<file path="config.mk">
export PLATFORM = sky130hd
export DESIGN_NAME = recompute_corrector
export DESIGN_NICKNAME = d
export VERILOG_FILES = /design/src/rtl/recompute_corrector.sv
export SDC_FILE = /design/constraint.sdc
export NUM_CORES = 1
export LEC_CHECK = 0
export ABC_CLOCK_PERIOD_IN_PS = 3400
export CORE_MARGIN = 8
export CORE_UTILIZATION = 49
export DETAILED_ROUTE_END_ITERATION = 12
export GPL_TIMING_DRIVEN = 0
export PLACE_DENSITY = 0.89
export SLEW_MARGIN = 0
export SYNTH_ARGS = -nofsm -noshare
export SYNTH_HDL_FRONTEND = slang
export SYNTH_SLANG_ARGS = --single-unit
</file>
<file path="constraint.sdc">
create_clock -name clk -period 3.4 [get_ports clk]
set_input_delay 0.51 -clock clk [delete_from_list [all_inputs] [get_ports clk]]
set_output_delay 0.51 -clock clk [all_outputs]
set_load 0.005 [all_outputs]
</file>
<file path="src/rtl/recompute_corrector.sv">
// rtl/recompute_corrector.sv - adds buffered recompute products into bypassed columns of the array output
// Define RC_SATURATE_EN to clamp corrected column sums instead of wrapping.
module recompute_corrector #(
  parameter int WORD_SIZE  = 16,
  parameter int ROWS       = 4,
  parameter int COLS       = 4,
  parameter int FIFO_DEPTH = 4,
  parameter int TIMEOUT    = 15
) (
  input  logic                      clk,
  input  logic                      rst,
  input  logic                      rc_valid,
  output logic                      rc_ready,
  input  logic [WORD_SIZE-1:0]      rc_product,
  input  logic [ROWS-1:0]           rc_row,
  input  logic [COLS-1:0]           rc_col,
  input  logic                      fault_active,
  input  logic                      arr_valid,
  output logic                      arr_ready,
  input  logic [COLS*WORD_SIZE-1:0] arr_psum,
  output logic                      out_valid,
  output logic [COLS*WORD_SIZE-1:0] out_psum,
  output logic [ROWS-1:0]           out_fault_row,
  output logic                      err_overflow,
  output logic                      err_timeout
);

  localparam int AW = (FIFO_DEPTH > 1) ? $clog2(FIFO_DEPTH) : 1;
  localparam int CW = (TIMEOUT > 0) ? $clog2(TIMEOUT + 1) : 1;

  typedef enum logic {IDLE, STALL} state_t;

  logic [WORD_SIZE-1:0] prod_mem [FIFO_DEPTH];
  logic [ROWS-1:0]      row_mem  [FIFO_DEPTH];
  logic [COLS-1:0]      col_mem  [FIFO_DEPTH];

  logic [AW-1:0] wr_ptr_q, rd_ptr_q;
  logic [AW:0]   count_q;
  logic          empty, full, push, pop;

  state_t        state_q, state_d;
  logic [CW-1:0] cnt_q, cnt_d;
  logic          accept, correct, set_timeout, timed_out;

  logic                      out_valid_q, err_ov_q, err_to_q;
  logic [COLS*WORD_SIZE-1:0] out_psum_q, corr_psum;
  logic [ROWS-1:0]           out_row_q;

  logic [WORD_SIZE-1:0] head_prod;
  logic [ROWS-1:0]      head_row;
  logic [COLS-1:0]      head_col;

  assign empty    = (count_q == '0);
  assign full     = (count_q == (AW+1)'(FIFO_DEPTH));
  assign rc_ready = ~full;
  assign push     = rc_valid & ~full;
  assign pop      = correct;

  assign head_prod = prod_mem[rd_ptr_q];
  assign head_row  = row_mem[rd_ptr_q];
  assign head_col  = col_mem[rd_ptr_q];

  always_ff @(posedge clk) begin
    if (push) begin
      prod_mem[wr_ptr_q] <= rc_product;
      row_mem[wr_ptr_q]  <= rc_row;
      col_mem[wr_ptr_q]  <= rc_col;
    end
  end

  // The vector is held back only while a correction is owed and nothing is buffered to apply.
  always_comb begin
    state_d     = state_q;
    cnt_d       = cnt_q;
    accept      = 1'b0;
    correct     = 1'b0;
    set_timeout = 1'b0;
    timed_out   = (state_q == STALL) && (cnt_q == CW'(TIMEOUT));
    if (arr_valid) begin
      if (!fault_active || !empty) begin
        accept  = 1'b1;
        correct = fault_active;
        state_d = IDLE;
      end else if (timed_out) begin
        accept      = 1'b1;
        set_timeout = 1'b1;
        state_d     = IDLE;
      end else begin
        state_d = STALL;
        cnt_d   = (state_q == IDLE) ? '0 : cnt_q + CW'(1);
      end
    end else begin
      state_d = IDLE;
    end
  end

  assign arr_ready = accept | ~arr_valid;

  always_comb begin
    corr_psum = arr_psum;
    for (int c = 0; c < COLS; c++) begin
      if (correct && head_col[c]) begin
`ifdef RC_SATURATE_EN
        logic [WORD_SIZE:0] sum;
        sum = {1'b0, arr_psum[c*WORD_SIZE +: WORD_SIZE]} + {1'b0, head_prod};
        corr_psum[c*WORD_SIZE +: WORD_SIZE] = sum[WORD_SIZE] ? '1 : sum[WORD_SIZE-1:0];
`else
        corr_psum[c*WORD_SIZE +: WORD_SIZE] = arr_psum[c*WORD_SIZE +: WORD_SIZE] + head_prod;
`endif
      end
    end
  end

  always_ff @(posedge clk) begin
    if (rst) begin
      state_q     <= IDLE;
      cnt_q       <= '0;
      wr_ptr_q    <= '0;
      rd_ptr_q    <= '0;
      count_q     <= '0;
      out_valid_q <= 1'b0;
      out_psum_q  <= '0;
      out_row_q   <= '0;
      err_ov_q    <= 1'b0;
      err_to_q    <= 1'b0;
    end else begin
      state_q <= state_d;
      cnt_q   <= cnt_d;
      if (push) wr_ptr_q <= (wr_ptr_q == AW'(FIFO_DEPTH - 1)) ? '0 : wr_ptr_q + AW'(1);
      if (pop)  rd_ptr_q <= (rd_ptr_q == AW'(FIFO_DEPTH - 1)) ? '0 : rd_ptr_q + AW'(1);
      case ({push, pop})
        2'b10:   count_q <= count_q + (AW+1)'(1);
        2'b01:   count_q <= count_q - (AW+1)'(1);
        default: count_q <= count_q;
      endcase
      out_valid_q <= accept;
      if (accept) begin
        out_psum_q <= corr_psum;
        out_row_q  <= (correct && (head_col != '0)) ? head_row : '0;
      end
      if (rc_valid && full) err_ov_q <= 1'b1;
      if (set_timeout)      err_to_q <= 1'b1;
    end
  end

  assign out_valid     = out_valid_q;
  assign out_psum      = out_psum_q;
  assign out_fault_row = out_row_q;
  assign err_overflow  = err_ov_q;
  assign err_timeout   = err_to_q;

endmodule

</file>
# Word-level counts from Yosys, hierarchy flattened
# Memory sizes are Yosys's and may differ from the RTL's. A register that Yosys moved wholly into a read port is not among the register bits.
# Index checks and enable logic that the tools add are counted.
[totals]
regBits = 83
mem_bits_rw = 96
inputBits = 93
n_memories = 3
[classes]
n_addsub = 9
n_eq_ne = 6
n_mux = 25
bitwise_logic = 6
reduce_logical = 15
[mem_list]
columns = ["memory", "words", "width", "rd", "rd_clocked_by_memory_dff", "wr", "line_no", "rtl"]
rows = [
  ["prod_mem", 4, 16, 1, 1, 1, "33", "logic [WORD_SIZE-1:0] prod_mem [FIFO_DEPTH];"],
  ["col_mem", 4, 4, 1, 1, 1, "35", "logic [COLS-1:0] col_mem [FIFO_DEPTH];"],
  ["row_mem", 4, 4, 1, 1, 1, "34", "logic [ROWS-1:0] row_mem [FIFO_DEPTH];"],
]
[ops]
columns = ["cell", "n"]
rows = [
  ["adder 16 bit", 4],
  ["2-to-1 mux 16 bit", 4],
  ["2-to-1 mux 2 bit", 8],
  ["2-to-1 mux 1 bit", 10],
  ["2-to-1 mux 4 bit", 2],
  ["logical AND 1 bit", 7],
  ["== test 2 bit, second input constant", 3],
  ["case mux 3 bit (2 select lines)", 1],
  ["adder 2 x 1 -> 2 bit, second input constant", 2],
  ["adder 4 x 1 -> 4 bit, second input constant", 1],
  ["== test 4 bit, second input constant", 1],
  ["inverter 1 bit", 4],
  ["nonzero test 4 bit", 1],
  ["adder 3 x 1 -> 3 bit, second input constant", 1],
  ["== test 3 bit, second input constant", 1],
  ["zero test 3 bit", 1],
  ["AND reduction 3 bit", 1],
  ["OR reduction 3 bit", 1],
  ["subtractor 3 x 1 -> 3 bit, second input constant", 1],
  ["== test 2 x 1 -> 1 bit, second input constant", 1],
  ["zero test 1 bit", 2],
  ["nonzero test 2 bit", 1],
  ["AND 1 bit", 1],
  ["logical OR 1 bit", 1],
  ["bitwise OR 1 bit", 1],
]

# Logic depth before layout (Yosys ltp)
[depth]
depth_word = 7
depth_mapped = 13
depth_no_buf = 11

# Worst setup path after synthesis
# No wires, ideal clock.
[synth_path]
path_kind = "register -> register"
startpoint = "register with a tool-made name"
endpoint = "register out_psum_q[46] (netlist: out_psum[46])"
setup_ps = 92
arrival_time_ps = 3395
t_required_ps = 3308
setup_slack_ps = -87
path_stages_with_launch = 13
n_path_buf = 3
path_cell_list = "dfxtp_1 > buf_2 > buf_2 > buf_2 > mux4_2 > ha_1 > a21oi_1 > o21ai_0 > a41oi_1 > o21ai_1 > o31ai_1 > mux2_2 > nor4_1"
[synth_rtl]
columns = ["element", "line_no", "rtl"]
rows = [
  ["end signal: assignment", "138", "out_psum_q <= corr_psum;"],
  ["end: declaration", "46", "logic [COLS*WORD_SIZE-1:0] out_psum_q, corr_psum;"],
]

==> impl_metrics.toml <==
[status]
outcome = "completed"

[setup_path]
crit_arrival_ps = 3660
crit_type = "flip-flop to flip-flop"
timing.rr.end = "out_psum[13]"
max_stage_delay_ps = 590
path_cells = "buf_12, buf_8, mux4_2, buf_4, ha_1, a211oi_2, o211ai_1, a41oi_2, nor3_1, nor2_1, xnor2_1, a2111oi_2"
ff2ff_path_depth = 12
crit_family = "compound AO/OA/AOI/OAI gates"
cp_max_fo = 10
endpoint_kind = "flip-flop"
cp.required_ps = 3740
path_buf_inv = 3
worst-r2r-setup-slack_ps = 80
slowest_stage = "mux4_2"
start_kind = "flip-flop"

[yosys]
async_flop_share_pct = 0
synth-edff-count = 96
syn_inst = 941
synth_flop_cell = "edfxtp_1"
yosysMostFrequentCell = "nor2_1"
synth_area_leaders = "edfxtp_1, dfxtp_1, ha_1"
synth_warnings = 0
syn_nets = 1106
synth_seq_cells = 181
syn_avg_cell_area_um2 = 10.5
syn_area_um2 = 9880
synthTopCellsByCount = "nor2_1, edfxtp_1, nand2_1, dfxtp_1, ha_1"
synth_cell_types = 72
synth_top_area_share_pct = 29.2
synth_top_area_cell = "edfxtp_1"
yosysSeqAreaShare_pct = 46.4

[cells_and_area]
postLayoutCellArea_um2 = 12800
area_growth_pct = 29.5
drive_gt1_share_pct = 12.6
fin_nets = 1309

[detailed_routing]
route.detailed.drc = 0
via_count = 8685
drt_pass1_iterations = 9
wirelength_um = 31600
routed_via_density = 6.08
antenna_left = 0
drt_iter0_markers = 708
wl_per_cell_um = 22.1

[hold_path]
whs_path_depth = 2
min-delay-start = "out_psum[11]"
holdPathEnd = "out_psum[11]"
hp-class = "flip-flop to flip-flop"

[flow_run]
cap_violations = 0

[clock_network]
clk_latency_ps = 440
cts.sinks = 181
cts_max_path_buffers = 2
htree_num_levels = 4
clkSlewWorstSetupHoldPaths_ps = 80
numCtsBuffers = 17
cts_tree = "done"
cts-root-buf = "clkbuf_16"

[global_routing]
grt_antenna_before_repair = 5
overflow = 0
grt_max_degree = 25
grt_first_pass_wirelength_um = 47100
grt_pass1_vias = 8630
grtUsageTotal_pct = 25.1

[die]
initial_core_util_pct = 49.3
die_h_um = 158
ios = 166
dieArea_um2 = 25000
chipWidth_um = 158
coreArea_um2 = 20000
rows = 52

[sta]
max_clock_freq_ghz = 0.301
fin_crit_sh_pct = 97.6
maxSlewHeadroom_pct = 13.5
setup_viol = 0
rsz0062_at_grt = "yes"
tightestPinTransition_ps = 1300
fin_skew_ps = 11.6
min_period_ps = 3320
slew_violations = 0
hold_viol = 0
fin_ws_ps = 82.8

[place]
place_area_um2 = 11900
place_congestion = 0.993
port_buffers = 164
dp_worst_setup_slack_ps = -661
dp_hpwl_um = 22900

[power_and_ir_drop]
powerDensity_nw_per_um2 = 564
irDropWorstVdd_uv = 423
leakagePower_nw = 4.77
[cells by family (layout without fill, tap and decap cells)]
group / Yosys count / in the layout / share of synthesized area (%)
other: 0 / 2 / 0
adder cells (fa/ha/maj): 72 / 72 / 9.49
XOR/XNOR: 41 / 41 / 3.63
buffers and inverters: 64 / 280 / 2.73
multiplexers: 33 / 33 / 6.42
AND/OR/NAND/NOR: 299 / 299 / 13.5
AO/OA/AOI/OAI: 251 / 251 / 17.8
flip-flops: 181 / 181 / 46.4
[where the power goes]
| part | total [mW] | internal [mW] | switching (mW) | leakage (nW) |
|---|---|---|---|---|
| clock network | 2.04 | 1.11 | 0.927 | 0.289 |
| logic | 2.55 | 1.16 | 1.39 | 2.90 |
| registers | 2.64 | 2.52 | 0.121 | 1.58 |
| total | 7.22 | 4.78 | 2.44 | 4.77 |
[state kept, by name, indices dropped and copies added (netlist names), named ones only]
signal / flops
cnt_q: 4
col_mem: 16
count_q: 3
err_overflow: 1
err_timeout: 1
out_fault_row: 4
out_psum: 64
out_valid: 1
prod_mem: 64
rd_ptr_q: 2
row_mem: 16
state_q: 1
wr_ptr_q: 2
[per-layer routing]
metal  wire, um  global-route usage [%]  vias up  part of all wire, %
li1           -                       -     3955                    -
met1      11500                    29.1     4086                   36
met2      14700                    40.9      511                   46
met3       3720                    7.59      127                   12
met5         39                       0        -                 0.12
met4       1680                    13.8        6                  5.3
[worst reg2reg max path, cell delays in order, from the launching register on]
cell       delay, ps
dfxtp_2          360
buf_12           140
buf_8            160
mux4_2           590
buf_4            200
ha_1             330
a211oi_2         270
o211ai_1         220
a41oi_2          300
nor3_1            90
nor2_1           130
xnor2_1           90
a2111oi_2        340
[final cells by class]
type	instances	area, um^2
diodes	2	5.00
plain buffers	36	200
clock buffers	18	429
clock inverters	14	164
fillers	1556	7230
inverters	26	101
multi-input cells	696	5170
flip-flops and latches	181	4590
well taps	270	338
repair buffers	186	1810
[cell usage in the layout, fill, tap and decap left out, types with 5 or more instances in the layout]
| cell | synthesis | layout |
|---|---|---|
| buf_2 | 18 | 15 |
| nor2b_1 | 12 | 10 |
| buf_4 | 2 | 24 |
| nor2_1 | 110 | 110 |
| mux2i_1 | 6 | 6 |
| clkbuf_16 | 0 | 17 |
| clkdlybuf4s50_1 | 0 | 164 |
| mux4_2 | 24 | 24 |
| a211oi_1 | 30 | 27 |
| o21bai_1 | 7 | 7 |
| o21a_1 | 11 | 11 |
| and3_1 | 10 | 10 |
| xor2_1 | 14 | 14 |
| and2_1 | 5 | 5 |
| edfxtp_1 | 96 | 96 |
| o22ai_1 | 9 | 9 |
| or3_1 | 6 | 5 |
| xnor2_1 | 27 | 27 |
| a221oi_1 | 8 | 8 |
| ha_1 | 67 | 62 |
| dfxtp_1 | 85 | 83 |
| nand4_1 | 5 | 5 |
| nor3_1 | 31 | 30 |
| a311oi_1 | 16 | 15 |
| nand2b_1 | 7 | 7 |
| inv_1 | 25 | 22 |
| nand2_1 | 92 | 92 |
| a21oi_1 | 62 | 58 |
| nand3_1 | 12 | 12 |
| a21o_1 | 19 | 19 |
| o211ai_1 | 6 | 6 |
| clkbuf_1 | 16 | 14 |
| a22oi_1 | 8 | 8 |
| o21ai_0 | 29 | 27 |
| o21ai_1 | 6 | 7 |
[per-stage QoR]
step | utilization, % | power, mW | setup TNS, ps | hold WS, ps | std cells
final | 63.9 | 7.22 | 0 | 464 | 1429
after global routing | 63.9 | 7.53 | -95.0 | 494 | 1429
after CTS | 63.2 | 7.11 | -30.2 | 458 | 1420
after detailed placement | 59.2 | 5.01 | -11630 | 444 | 1375
after global placement | 59.2 | 4.94 | -10900 | 432 | 1375
after floorplan | - | 4.14 | 0 | 435 | 941
[worst max-delay path by stage]
stage / depth (start not counted) / slack [ps] / end
CTS: 13 / -30 / out_psum[10]
floorplan: 13 / 80 / out_psum[46]
detailed placement: 12 / -660 / out_psum[46]
global placement: 12 / -640 / out_psum[46]
finish: 12 / 80 / out_psum[13]
global route: 12 / -40 / out_psum[13]
[what timing repair did]
item	in CTS	in global routing
hold buffers	0	0
endpoints found under the setup margin	39	20
gates resized for setup	26	25
pin swaps	9	16
setup buffers	14	8
No activity file was read; power rests on OpenSTA's default activity.
